`config.mk`:
```
export PLATFORM = sky130hd
export DESIGN_NAME = channel_cmplx_upmix
export DESIGN_NICKNAME = d
export VERILOG_FILES = /design/src/rtl/channel_cmplx_upmix.sv
export SDC_FILE = /design/constraint.sdc
export NUM_CORES = 1
export LEC_CHECK = 0
export CORE_ASPECT_RATIO = 1.1
export CORE_UTILIZATION = 50
export DETAILED_ROUTE_END_ITERATION = 10
export HOLD_SLACK_MARGIN = 0.05
export PLACE_DENSITY = 0.69
export SKIP_LAST_GASP = 1
export SLEW_MARGIN = 25
export SYNTH_ARGS = -nofsm -noshare
export SYNTH_HDL_FRONTEND = slang
export SYNTH_SLANG_ARGS = --single-unit
```
`constraint.sdc`:
```
create_clock -name clk -period 7.1 [get_ports clk]
set_input_delay 0.71 -clock clk [delete_from_list [all_inputs] [get_ports clk]]
set_output_delay 0.71 -clock clk [all_outputs]
set_load 0.05 [all_outputs]
```
`src/rtl/channel_cmplx_upmix.sv`:
```
//------------------------------------------------------------------------------
// channel_cmplx_upmix : carrier NCO with cos/sin table, +/-1 chip and amplitude
// modulation; complex IF samples for the imitator summing stage.
// Optional macro: UPMIX_PHASE_DITHER_EN (LFSR phase dither on the table address)
// Revision: 1.0
//------------------------------------------------------------------------------
`default_nettype none

module channel_cmplx_upmix #(
  parameter int ACC_W   = 32,
  parameter int ADDR_W  = 5,
  parameter int TABLE_W = 8,
  parameter int AMP_W   = 8
) (
  input  logic                             clk,
  input  logic                             reset,
  input  logic                             en,
  input  logic [ACC_W-1:0]                 phase_step,
  input  logic                             phase_step_wr,
  input  logic                             epoch,
  output logic                             step_pending,
  input  logic                             code_bit,
  input  logic [AMP_W-1:0]                 ampl,
  output logic [ADDR_W-1:0]                phase_addr,
  output logic signed [TABLE_W+AMP_W-1:0]  out_re,
  output logic signed [TABLE_W+AMP_W-1:0]  out_im,
  output logic                             out_valid
);

  localparam int     N    = 1 << ADDR_W;
  localparam int     OW   = TABLE_W + AMP_W;
  localparam longint AMAX = (64'sd1 <<< (TABLE_W - 1)) - 64'sd1;

  // round(AMAX * sin(2*pi*k/N)) using a Q30 Taylor series on the first
  // quadrant and folding the other three quadrants by symmetry.
  function automatic logic signed [TABLE_W-1:0] tab_sin(input int k);
    longint one, x, ts, tc, s, c, v, d;
    int     n4, q, r;
    begin
      one = 64'sd1 <<< 30;
      n4  = N / 4;
      q   = (k / n4) % 4;
      r   = k % n4;
      x   = (64'sd6746518852 * longint'(r)) / longint'(N);
      s   = x;
      c   = one;
      ts  = x;
      tc  = one;
      for (int i = 1; i <= 12; i++) begin
        d  = longint'(2 * i);
        tc = -((((tc * x) >>> 30) * x) >>> 30) / ((d - 64'sd1) * d);
        ts = -((((ts * x) >>> 30) * x) >>> 30) / (d * (d + 64'sd1));
        c  = c + tc;
        s  = s + ts;
      end
      v = q[0] ? c : s;
      v = (v * AMAX + (64'sd1 <<< 29)) >>> 30;
      if (q >= 2) v = -v;
      return v[TABLE_W-1:0];
    end
  endfunction

  logic signed [TABLE_W-1:0] cos_tab [N];
  logic signed [TABLE_W-1:0] sin_tab [N];

  generate
    for (genvar k = 0; k < N; k++) begin : g_table
      localparam logic signed [TABLE_W-1:0] COS_K = tab_sin(k + N / 4);
      localparam logic signed [TABLE_W-1:0] SIN_K = tab_sin(k);
      assign cos_tab[k] = COS_K;
      assign sin_tab[k] = SIN_K;
    end
  endgenerate

  // Step handshake: pending register, applied to the active step on epoch.
  logic [ACC_W-1:0] pending_step;
  logic [ACC_W-1:0] active_step;

  always_ff @(posedge clk or posedge reset) begin
    if (reset) begin
      pending_step <= '0;
      active_step  <= '0;
      step_pending <= 1'b0;
    end else if (phase_step_wr && epoch) begin
      pending_step <= phase_step;
      active_step  <= phase_step;
      step_pending <= 1'b0;
    end else if (phase_step_wr) begin
      pending_step <= phase_step;
      step_pending <= 1'b1;
    end else if (epoch && step_pending) begin
      active_step  <= pending_step;
      step_pending <= 1'b0;
    end
  end

  logic [ACC_W-1:0] acc;

  always_ff @(posedge clk or posedge reset) begin
    if (reset)   acc <= '0;
    else if (en) acc <= acc + active_step;
  end

  logic [ADDR_W-1:0] addr_next;

`ifdef UPMIX_PHASE_DITHER_EN
  localparam int SH = ACC_W - ADDR_W - 16;

  logic [15:0]       lfsr;
  logic [15:0]       acc_mid;
  logic              dith_carry;
  logic [ADDR_W-1:0] acc_top;

  always_ff @(posedge clk or posedge reset) begin
    if (reset)   lfsr <= 16'hACE1;
    else if (en) lfsr <= {lfsr[14:0], lfsr[15] ^ lfsr[13] ^ lfsr[12] ^ lfsr[10]};
  end

  // The dither word only occupies the 16 bits just below the address, so the
  // address is the accumulator top plus the carry out of that 16-bit field.
  assign acc_mid    = acc[ACC_W-ADDR_W-1:SH];
  assign acc_top    = acc[ACC_W-1:ACC_W-ADDR_W];
  assign dith_carry = (acc_mid > ~lfsr);
  assign addr_next  = acc_top + {{(ADDR_W-1){1'b0}}, dith_carry};
`else
  assign addr_next  = acc[ACC_W-1:ACC_W-ADDR_W];
`endif

  // S1: capture address, chip and amplitude.
  logic             code1;
  logic [AMP_W-1:0] ampl1;
  logic             v1;

  always_ff @(posedge clk or posedge reset) begin
    if (reset) begin
      phase_addr <= '0;
      code1      <= 1'b0;
      ampl1      <= '0;
      v1         <= 1'b0;
    end else begin
      v1 <= en;
      if (en) begin
        phase_addr <= addr_next;
        code1      <= code_bit;
        ampl1      <= ampl;
      end
    end
  end

  // S2: table lookup.
  logic signed [TABLE_W-1:0] cos2;
  logic signed [TABLE_W-1:0] sin2;
  logic                      code2;
  logic [AMP_W-1:0]          ampl2;
  logic                      v2;

  always_ff @(posedge clk or posedge reset) begin
    if (reset) begin
      cos2  <= '0;
      sin2  <= '0;
      code2 <= 1'b0;
      ampl2 <= '0;
      v2    <= 1'b0;
    end else begin
      v2 <= v1;
      if (v1) begin
        cos2  <= cos_tab[phase_addr];
        sin2  <= sin_tab[phase_addr];
        code2 <= code1;
        ampl2 <= ampl1;
      end
    end
  end

  // S3: the true product always fits OW bits, so an OW-bit multiply is exact.
  logic signed [OW-1:0] cos_x;
  logic signed [OW-1:0] sin_x;
  logic signed [OW-1:0] amp_x;
  logic signed [OW-1:0] prod_re;
  logic signed [OW-1:0] prod_im;

  assign cos_x   = {{AMP_W{cos2[TABLE_W-1]}}, cos2};
  assign sin_x   = {{AMP_W{sin2[TABLE_W-1]}}, sin2};
  assign amp_x   = {{TABLE_W{1'b0}}, ampl2};
  assign prod_re = cos_x * amp_x;
  assign prod_im = sin_x * amp_x;

  always_ff @(posedge clk or posedge reset) begin
    if (reset) begin
      out_re    <= '0;
      out_im    <= '0;
      out_valid <= 1'b0;
    end else begin
      out_valid <= v2;
      if (v2) begin
        out_re <= code2 ? -prod_re : prod_re;
        out_im <= code2 ? -prod_im : prod_im;
      end
    end
  end

endmodule

`default_nettype wire
```
# Word-level counts from Yosys, hierarchy flattened
# Memory sizes are Yosys's and may differ from the RTL's. A register that Yosys moved wholly into a read port is not among the register bits.
# Index checks and enable logic that the tools add are counted.
# op_classes
reduce_logical,6
multipliers,2
n_mux,10
n_addsub,3
shifts,0
n_lt_le_gt_ge,0
eq_ne,1
n_bitwise,1
div,0
# ops
operator,n
$mux W32,5
$add A32 B32 Y32,1
$mul A8 B9 Y16,2
$mux W16,2
$neg A16 Y16,2
$not A5 Y6,1
$reduce_bool A2 Y1,2
$mux W1,3
$reduce_bool A3 Y1,1
$logic_and A1 B1 Y1,2
$ne A2 B1 Y1 const B,1
$reduce_and A2 Y1,1
# totals
rom_bits,512
output_inout_bits,39
n_memories,2
inputBits,46
mem_bits_rw,0
wordCells,39
regBits,155
latch_bits,0
# memory_table
memory,words,width,rd,rd_ports_with_merged_regs,wr,line,rtl
(no name shown),32,8,1,1,0,168,sin2 <= sin_tab[phase_addr];
(no name shown),32,8,1,1,0,167,cos2 <= cos_tab[phase_addr];

# Depth between registers and ports, before layout
# Gate-level depths: netlist of the first run.
# logic_depth
word_depth,4
ltp_mapped,21
mapped_depth_nobuf,20

# Least setup slack after synthesis of the first run
# Ideal clock, no wire load.
# synth_timing
kind,flip-flop to flip-flop
start,reg ampl2[1]
end,reg out_re[14]
n_path_buf,1
t_arrival_ns,5.095
required_ns,6.963
path_stages_with_launch,20
period_less_slack_ns,5.232
path_slack_ns,1.868
setup_time_ns,0.137
path_cell_list,dfrtp_1 -> clkbuf_1 -> nand2_1 -> fa_1 -> fa_1 -> inv_1 -> fa_1 -> inv_1 -> fa_1 -> inv_1 -> ha_1 -> o21ai_0 -> nor2_1 -> nor2_1 -> or3b_1 -> or3_1 -> or3_1 -> o31ai_2 -> xor2_1 -> a21oi_1
# synth_via
elab_chain_len,3
# synth_rtl
element,line,rtl
start: declaration,154,logic [AMP_W-1:0] ampl2;
start signal: assignment,170,ampl2 <= ampl1;
$mul A8 B9 Y16 (*),185,assign prod_re = cos_x * amp_x;
$neg A16 Y16,196,out_re <= code2 ? -prod_re : prod_re;
$mux W16 (*),196,
end signal: assignment,196,
end: declaration,25,"output logic signed [TABLE_W+AMP_W-1:0] out_re,"
# Mark *: on every way between the ends. The rest lies on a longest branch, timed or not.
# A chain may end at the register's enable or synchronous reset.

# Final worst setup path of the first run
# Ends and elaborated chain as after synthesis.

==> impl_metrics.env, run 1 <==
export IMPL_status="complete, no violations"
export IMPL_synth_edf_count=0
export IMPL_drv_slew=0
export IMPL_synth_cells=1364
export IMPL_synth_area_mm2=0.0134
export IMPL_drt_wl_total_um=26400
export IMPL_hp_class="reg -> reg"
export IMPL_path_class="reg -> reg"
export IMPL_clk_pin_slew_ns=0.07
export IMPL_crit_fanout=17
export IMPL_cts_setup_buffers=0
export IMPL_floorplan_rows=62
export IMPL_drc=0
export IMPL_ctsResizeCount=0
export IMPL_finalNetCount=1662
export IMPL_synth_cell_type_count=65
export IMPL_avgSynthCellArea_um2=9.84
export IMPL_synth_seq_cells=171
export IMPL_first_pass_iters=4
export IMPL_cts_buffers=17
export IMPL_overflow=0
export IMPL_dp_hpwl_um=19900
export IMPL_die_x_um=158
export IMPL_cts_max_level=4
export IMPL_setup_tns_final_ns=0
export IMPL_end_kind="register"
export IMPL_die_h_um=174
export IMPL_setup_viol=0
export IMPL_start_util_pct=51.2
export IMPL_cts_root_buf="clkbuf_16"
export IMPL_grt_pass1_vias=9874
export IMPL_holdBufCountCts=0
export IMPL_fin_skew_ns=0.0121
export IMPL_drv_cap=0
export IMPL_num_io_pins=85
export IMPL_max_slew_margin_pct=37.5
export IMPL_dieArea_mm2=0.0275
export IMPL_synth_top_cells_by_area="dfrtp_1 32%, fa_1 11%, ha_1 11%"
export IMPL_clockBufferDepth=2
export IMPL_via_count=9520
export IMPL_cts_tree="yes"
export IMPL_synth_seq_area_share_pct=31.9
export IMPL_synth_top_area_share_pct=31.9
export IMPL_synth_area_leader_cell="dfrtp_1"
export IMPL_synthArstFlopShare_pct=100
export IMPL_ant_nets=0
export IMPL_syn_nets=1603
export IMPL_diodes=0
export IMPL_io_buffers=84
export IMPL_final_hold_viol_count=0
export IMPL_yosysWarnings=0
export IMPL_timing_hold_ws_ns=0.469
export IMPL_syn_to_final_growth_pct=13.0
export IMPL_cp_required_ns=7.38
export IMPL_period_share_pct=77.7
export IMPL_clock_latency_ns=0.44
export IMPL_worst_pin_slew_ns=0.937
export IMPL_drive_above_1_share_pct=12.3
export IMPL_grt_usage_pct=20.8
export IMPL_clock_sink_count=171
export IMPL_core_area_mm2=0.0262
export IMPL_finalCriticalPeriod_ns=5.52
export IMPL_routabilityCongestion=0.872
export IMPL_drtIter0Drc=435
export IMPL_wl_per_cell_um=14.8
export IMPL_rsz0062_at_grt="no"
export IMPL_synthFlopType="dfrtp_1"
export IMPL_max_clock_freq_ghz=0.181
export IMPL_nFillCells=2316
export IMPL_arrival_ns=5.79
export IMPL_grt_max_degree=89
export IMPL_grt_first_pass_wirelength_um=46200
export IMPL_start_kind="register"
export IMPL_antenna_found_initial=0
export IMPL_vias_per_cell=5.32
[path summary, 6_finish.rpt]
check | from | endpoint | slack [ns] | depth (start not counted)
min in group asynchronous | reset | ampl1[2] | 0.81 | 2
hold / removal | acc[31] | acc[31] | 0.47 | 1
setup reg to reg | ampl2[1] | out_re[14] | 1.58 | 18
setup / recovery | ampl2[1] | out_re[14] | 1.58 | 18
max in group asynchronous | reset | code2 | 5.04 | 4
hold reg to reg | acc[31] | acc[31] | 0.47 | 1
[worst max-delay path, stage by stage, from the launching register on]
cell,delay [ns]
dfrtp_1,0.64
nand2_1,0.14
fa_1,0.50
fa_1,0.56
inv_1,0.06
fa_1,0.52
inv_1,0.05
fa_1,0.53
inv_1,0.04
ha_1,0.33
o21ai_0,0.13
nor2_1,0.14
nor2_1,0.09
or3b_1,0.36
or3_1,0.37
or3_1,0.39
o31ai_2,0.26
xor2_1,0.16
a21oi_1,0.08
[per-layer routing]
layer,global-route usage [%],share of wire (%)
met5,0,0
met4,4.77,1.2
met3,3.50,3.0
met2,37.5,51
met1,25.7,45
[flip-flops by register name (all words and copies together) (netlist names), 5 cells and up]
name	cells
cos2	8
ampl2	8
out_im	16
sin2	8
pending_step	32
phase_addr	5
out_re	16
active_step	32
acc	32
ampl1	8
[cell usage after synthesis (all sizes together) (3+ instances only)]
| library cell | instances |
|---|---|
| ha | 118 |
| o21a | 10 |
| a31o | 3 |
| nor3 | 16 |
| or3b | 3 |
| o21bai | 3 |
| and4 | 3 |
| o22ai | 5 |
| clkinv | 3 |
| mux2i | 5 |
| nand3b | 5 |
| a211oi | 14 |
| o31ai | 8 |
| nor4 | 4 |
| fa | 75 |
| a21oi | 80 |
| nand3 | 20 |
| inv | 140 |
| o211ai | 7 |
| and3 | 5 |
| a31oi | 9 |
| a22oi | 3 |
| nand2 | 84 |
| clkbuf | 49 |
| nand2b | 13 |
| a21o | 21 |
| or3 | 11 |
| and2 | 88 |
| dfrtp | 171 |
| xnor2 | 38 |
| mux2 | 114 |
| xor2 | 38 |
| o21ai | 55 |
| a21boi | 4 |
| o41ai | 3 |
| nor2 | 102 |
| nor2b | 10 |
[logic make-up after synthesis]
group                    after synthesis  share of synthesized area (%)
AND/OR/NAND/NOR                      369                           13.7
AO/OA/AOI/OAI                        241                           11.4
buffers and inverters                194                           5.73
adder cells (fa/ha/maj)              193                           22.2
flip-flops                           171                           31.9
multiplexers                         120                           10.1
XOR/XNOR                              76                           5.10
[cell type report]
cell class	count	area [um^2]	share of cell area [%]
multi-input cells	999	8380	55.2
clock buffers	17	425	2.80
repair buffers	91	908	5.99
clock inverters	15	193	1.27
inverters	143	542	3.57
well taps	352	440	2.90
flip-flops and latches	171	4280	28.2
[metrics by stage]
step / worst slack (ns) / util [%] / std cells / area [um^2]
2_1_floorplan: 1.76 / - / 1364 / 13400
3_3_place_gp: 1.69 / 55.4 / 1755 / 14500
3_5_place_dp: 1.58 / 55.5 / 1756 / 14600
4_1_cts: 1.57 / 57.9 / 1788 / 15200
5_1_grt: 1.25 / 57.9 / 1788 / 15200
6_report: 1.58 / 57.9 / 1788 / 15200
[cell usage in the layout, fill, tap and decap left out, types with 5 or more instances in the layout]
cell type,count
a211oi_1,11
a21o_1,21
a21oi_1,79
a31oi_1,9
and2_1,88
and3_1,5
buf_4,6
clkbuf_16,17
clkdlybuf4s50_1,83
clkinv_8,5
dfrtp_1,167
fa_1,75
ha_1,118
inv_1,139
mux2_2,114
mux2i_1,5
nand2_1,84
nand2b_1,13
nand3_1,20
nand3b_1,5
nor2_1,102
nor2b_1,10
nor3_1,14
o211ai_1,7
o21a_1,10
o21ai_0,48
o21ai_1,6
o22ai_1,5
o31ai_1,6
or3_1,11
xnor2_1,37
xor2_1,38
Power of run 1 is not shown: default switching activity piles up to over one toggle a cycle in this logic, so the estimate is an artifact.
==> inputs of run 2 (changes only) <==
==> constraint.sdc (replaced) <==
create_clock -name clk -period 5.5 [get_ports clk]
set_input_delay 0.55 -clock clk [delete_from_list [all_inputs] [get_ports clk]]
set_output_delay 0.55 -clock clk [all_outputs]
set_load 0.05 [all_outputs]
==> run 2 against run 1 <==
Setup slack lost 1.3 ns. Clock skew is 0.0024 ns higher. Critical path depth grew 1. Final area grew 1.4%. Core utilization rose by 0.81 points. Maximum frequency increased by 4.8%. Highest routed layer unchanged.
==> impl_metrics.env, run 2 (synthesis results as in run 1) <==
export IMPL_setup_tns_final_ns=0
export IMPL_die_h_um=174
export IMPL_arrival_ns=5.55
export IMPL_vias_per_cell=5.33
export IMPL_grt_usage_pct=20.7
export IMPL_finalCoreUtilization_pct=58.7
export IMPL_core_area_mm2=0.0262
export IMPL_drv_slew=0
export IMPL_holdBufCountCts=0
export IMPL_syn_to_final_growth_pct=14.6
export IMPL_nFillCells=2296
export IMPL_final_cell_mix="159 x dfrtp_1, 139 x inv_1, 117 x ha_1, 114 x mux2_2, 102 x nor2_1"
export IMPL_worst_pin_slew_ns=0.935
export IMPL_setup_worst_path_end="out_im[14]"
export IMPL_reg_top3="acc: 32 flops, active_step: 32 flops, pending_step: 32 flops"
export IMPL_post_route_cell_area_mm2=0.0154
export IMPL_start_util_pct=51.2
export IMPL_max_slew_margin_pct=37.7
export IMPL_reg2reg_slack_ns=0.23
export IMPL_multi_input_area_mm2=0.00842
export IMPL_first_pass_iters=5
export IMPL_dpl_cell_area_mm2=0.0147
export IMPL_cts_buffers=17
export IMPL_status="complete, no violations"
export IMPL_clock_sink_count=171
export IMPL_startpoint="ampl2[3]"
export IMPL_clock_latency_ns=0.43
export IMPL_finalCriticalPeriod_ns=5.27
export IMPL_diodes=0
export IMPL_r2r_start="ampl2[3]"
export IMPL_dieArea_mm2=0.0275
export IMPL_final_hold_viol_count=0
export IMPL_clk_pin_slew_ns=0.08
export IMPL_floorplan_rows=62
export IMPL_cts_tree="yes"
export IMPL_wl_per_cell_um=14.9
export IMPL_via_count=9664
export IMPL_drc=0
export IMPL_num_io_pins=85
export IMPL_drt_wl_total_um=26900
export IMPL_cts_root_buf="clkbuf_16"
export IMPL_r2r_cells=19
export IMPL_max_clock_freq_ghz=0.190
export IMPL_setup_viol=0
export IMPL_cp_required_ns=5.78
export IMPL_seqCellArea_mm2=0.00429
export IMPL_antenna_found_initial=1
export IMPL_io_buffers=84
export IMPL_overflow=0
export IMPL_rsz0062_at_grt="yes"
export IMPL_dp_hpwl_um=20100
export IMPL_path_class="reg -> reg"
export IMPL_critical_path_max_stage_delay_ns=0.52
export IMPL_period_share_pct=95.7
export IMPL_crit_fanout=13
export IMPL_drtIter0Drc=373
export IMPL_hp_class="reg -> reg"
export IMPL_drv_cap=0
export IMPL_finalNetCount=1687
export IMPL_cts_max_level=4
export IMPL_worstReg2RegEnd="out_im[14]"
export IMPL_start_kind="register"
export IMPL_drive_above_1_share_pct=14.7
export IMPL_cp_slowest_cell="fa_1"
export IMPL_fin_skew_ns=0.0145
export IMPL_final_common_cell="dfrtp_1"
export IMPL_grt_first_pass_wirelength_um=46000
export IMPL_routabilityCongestion=0.864
export IMPL_grt_max_degree=98
export IMPL_ant_nets=0
export IMPL_grt_pass1_vias=9714
export IMPL_path_cells="and2_1, ha_1, inv_1, fa_1, inv_1, ha_1, inv_1, fa_1, inv_1, ha_1, fa_1, xor2_1, nor3_2, or3b_1, or3_1, or3_1, o31ai_2, xor2_1, a21oi_1"
export IMPL_end_kind="register"
export IMPL_die_x_um=158
export IMPL_timing_hold_ws_ns=0.469
export IMPL_cpMostUsedCell="inv_1"
export IMPL_clockBufferDepth=2
-- run 2: cell types whose count changed in the layout (fill, tap and decap cells not counted), sizes merged --
cell,previous run,this run
buf,8,33
clkinv,10,11
clkinvlp,1,0
-- run 2: worst min path at each step --
stage	start	endpoint	depth (start not counted)
final	acc[31]	acc[31]	1
after global routing	acc[31]	acc[31]	1
after CTS	acc[31]	acc[31]	1
after detailed placement	acc[31]	acc[31]	1
after global placement	acc[31]	acc[31]	1
after floorplan	v1	v2	0
-- run 2: what timing repair did --
item / in CTS / in global routing
resized for setup: 0 / 14
endpoints found under the setup margin: 0 / 8
buffers inserted: 0 / 7
-- run 2: area by class of cell --
cell class,instances,share of cell area (%)
clock buffers,17,2.76
clock inverters,15,1.26
inverters,143,3.52
multi-input cells,999,54.7
flip-flops and latches,171,27.9
well taps,352,2.86
repair buffers,116,6.99
-- run 2: critical path, delay by kind of cell, from the launching register on --
| kind | cells | cell delay, ns |
|---|---|---|
| buffers and inverters | 4 | 0.18 |
| AND/OR/NAND/NOR | 5 | 1.50 |
| XOR/XNOR | 2 | 0.39 |
| flip-flops | 1 | 0.51 |
| AO/OA/AOI/OAI | 2 | 0.33 |
| adder cells (fa/ha/maj) | 6 | 2.20 |
-- run 2: through the flow --
stage	std cells	setup WS (ns)
after floorplan	1364	0.268
after global placement	1774	0.177
after detailed placement	1774	0.0620
after CTS	1806	0.0393
after global routing	1813	-0.0634
final	1813	0.235
-- run 2: routing by layer --
layer / routed length (um) / vias to the layer above / track usage, %
met5: 0 / - / 0
met4: 336 / 0 / 5.01
met3: 825 / 26 / 3.43
met2: 13600 / 149 / 36.2
met1: 12200 / 4712 / 26.4
li1: - / 4777 / -
Power of run 2 is left out for the same reason.
==> inputs of run 3 (changes only) <==
--- a/config.mk
+++ b/config.mk
@@ -10,7 +10,6 @@
 export DETAILED_ROUTE_END_ITERATION = 10
 export HOLD_SLACK_MARGIN = 0.05
 export PLACE_DENSITY = 0.69
-export SKIP_LAST_GASP = 1
 export SLEW_MARGIN = 25
 export SYNTH_ARGS = -nofsm -noshare
 export SYNTH_HDL_FRONTEND = slang
==> run 3 against run 2 <==
Core utilization is essentially flat. Largest cell class unchanged. Die area is the same. Global-route usage is the same. Setup slack gained 0.0011 ns. Via count grew 0.20%. Register-to-register slack is essentially flat. Routed wire length grew 0.14%. Count of clock-buffer cells in the layout is the same. Clock skew is essentially flat.
==> impl_metrics.env, run 3 (synthesis results as in run 1) <==
export IMPL_fin_skew_ns=0.0144
export IMPL_syn_to_final_growth_pct=14.6
export IMPL_io_buffers=84
export IMPL_core_area_mm2=0.0262
export IMPL_path_class="reg -> reg"
export IMPL_dpl_cell_area_mm2=0.0147
export IMPL_holdBufCountCts=0
export IMPL_crit_fanout=13
export IMPL_end_kind="register"
export IMPL_antenna_found_initial=1
export IMPL_first_pass_iters=5
export IMPL_cp_required_ns=5.79
export IMPL_clk_pin_slew_ns=0.08
export IMPL_clock_sink_count=171
export IMPL_ant_nets=0
export IMPL_start_kind="register"
export IMPL_arrival_ns=5.55
export IMPL_max_clock_freq_ghz=0.190
export IMPL_finalCriticalPeriod_ns=5.26
export IMPL_status="complete, no violations"
export IMPL_final_common_cell="dfrtp_1"
export IMPL_setup_viol=0
export IMPL_cts_root_buf="clkbuf_16"
export IMPL_grt_pass1_vias=9714
export IMPL_hp_class="reg -> reg"
export IMPL_reg_top3="acc: 32 flops, active_step: 32 flops, pending_step: 32 flops"
export IMPL_clock_latency_ns=0.44
export IMPL_grt_max_degree=98
export IMPL_worst_pin_slew_ns=0.934
export IMPL_period_share_pct=95.7
export IMPL_floorplan_rows=62
export IMPL_dieArea_mm2=0.0275
export IMPL_cts_max_level=4
export IMPL_grt_first_pass_wirelength_um=46000
export IMPL_via_count=9683
export IMPL_drtIter0Drc=394
export IMPL_drive_above_1_share_pct=14.8
export IMPL_dp_hpwl_um=20100
export IMPL_die_h_um=174
export IMPL_finalNetCount=1687
export IMPL_drt_wl_total_um=27000
export IMPL_final_hold_viol_count=0
export IMPL_nFillCells=2293
export IMPL_die_x_um=158
export IMPL_finalCoreUtilization_pct=58.7
export IMPL_drv_cap=0
export IMPL_start_util_pct=51.2
export IMPL_drv_slew=0
export IMPL_vias_per_cell=5.34
export IMPL_diodes=0
export IMPL_num_io_pins=85
export IMPL_drc=0
export IMPL_wl_per_cell_um=14.9
export IMPL_cts_buffers=17
export IMPL_clockBufferDepth=2
export IMPL_final_cell_mix="159 x dfrtp_1, 139 x inv_1, 117 x ha_1, 114 x mux2_2, 102 x nor2_1"
export IMPL_cts_tree="yes"
export IMPL_max_slew_margin_pct=37.7
export IMPL_grt_usage_pct=20.7
export IMPL_overflow=0
export IMPL_timing_hold_ws_ns=0.468
export IMPL_post_route_cell_area_mm2=0.0154
export IMPL_routabilityCongestion=0.864
-- run 3: cell count changes in the layout (fill, tap and decap cells not counted) --
| cell | previous run | this run |
|---|---|---|
| nor3_1 | 13 | 12 |
| nor3_2 | 3 | 4 |
| o21ai_0 | 48 | 47 |
| o21ai_1 | 6 | 7 |
-- run 3: area by class of cell --
cell class,instances,area (um^2),share of cell area [%]
clock buffer,17,425,2.76
sequential,171,4290,27.9
clock inverter,15,194,1.26
inverter,143,542,3.52
tap,352,440,2.86
multi-input combinational,999,8420,54.7
timing repair buffer,116,1080,6.99
-- run 3: final timing paths --
path | start | endpoint | slack [ns] | depth (start not counted)
hold / removal | acc[31] | acc[31] | 0.47 | 1
max in group asynchronous | reset | active_step[15] | 3.80 | 3
min in group asynchronous | reset | ampl1[5] | 0.68 | 2
hold reg to reg | acc[31] | acc[31] | 0.47 | 1
setup / recovery | ampl2[3] | out_im[14] | 0.24 | 19
setup reg to reg | ampl2[3] | out_im[14] | 0.24 | 19
-- run 3: worst max-delay path: stages, from the launching register on --
cell,delay [ns]
dfrtp_2,0.51
and2_1,0.21
ha_1,0.27
inv_1,0.05
fa_1,0.50
inv_1,0.04
ha_1,0.26
inv_1,0.05
fa_1,0.52
inv_1,0.04
ha_1,0.22
fa_1,0.43
xor2_1,0.21
nor3_2,0.15
or3b_1,0.38
or3_1,0.37
or3_1,0.39
o31ai_2,0.25
xor2_1,0.18
a21oi_1,0.08
-- run 3: through the flow --
stage / TNS [ns] / setup slack [ns] / instances
after floorplan: 0 / 0.268 / 1364
after global placement: 0 / 0.177 / 1774
after detailed placement: 0 / 0.0620 / 1774
after CTS: 0 / 0.0393 / 1806
after global routing: -0.0168 / -0.0168 / 1813
final: 0 / 0.236 / 1813
-- run 3: per-layer routing --
metal  routed length (um)  GRT usage [%]
met1                12200           26.4
met2                13600           36.2
met3                  825           3.43
met4                  337           5.01
met5                    0              0
-- run 3: what timing repair did --
item	CTS	global route
gates resized for setup	0	16
setup endpoints to repair	0	8
buffers inserted	0	7
Power of run 3 is left out for the same reason.
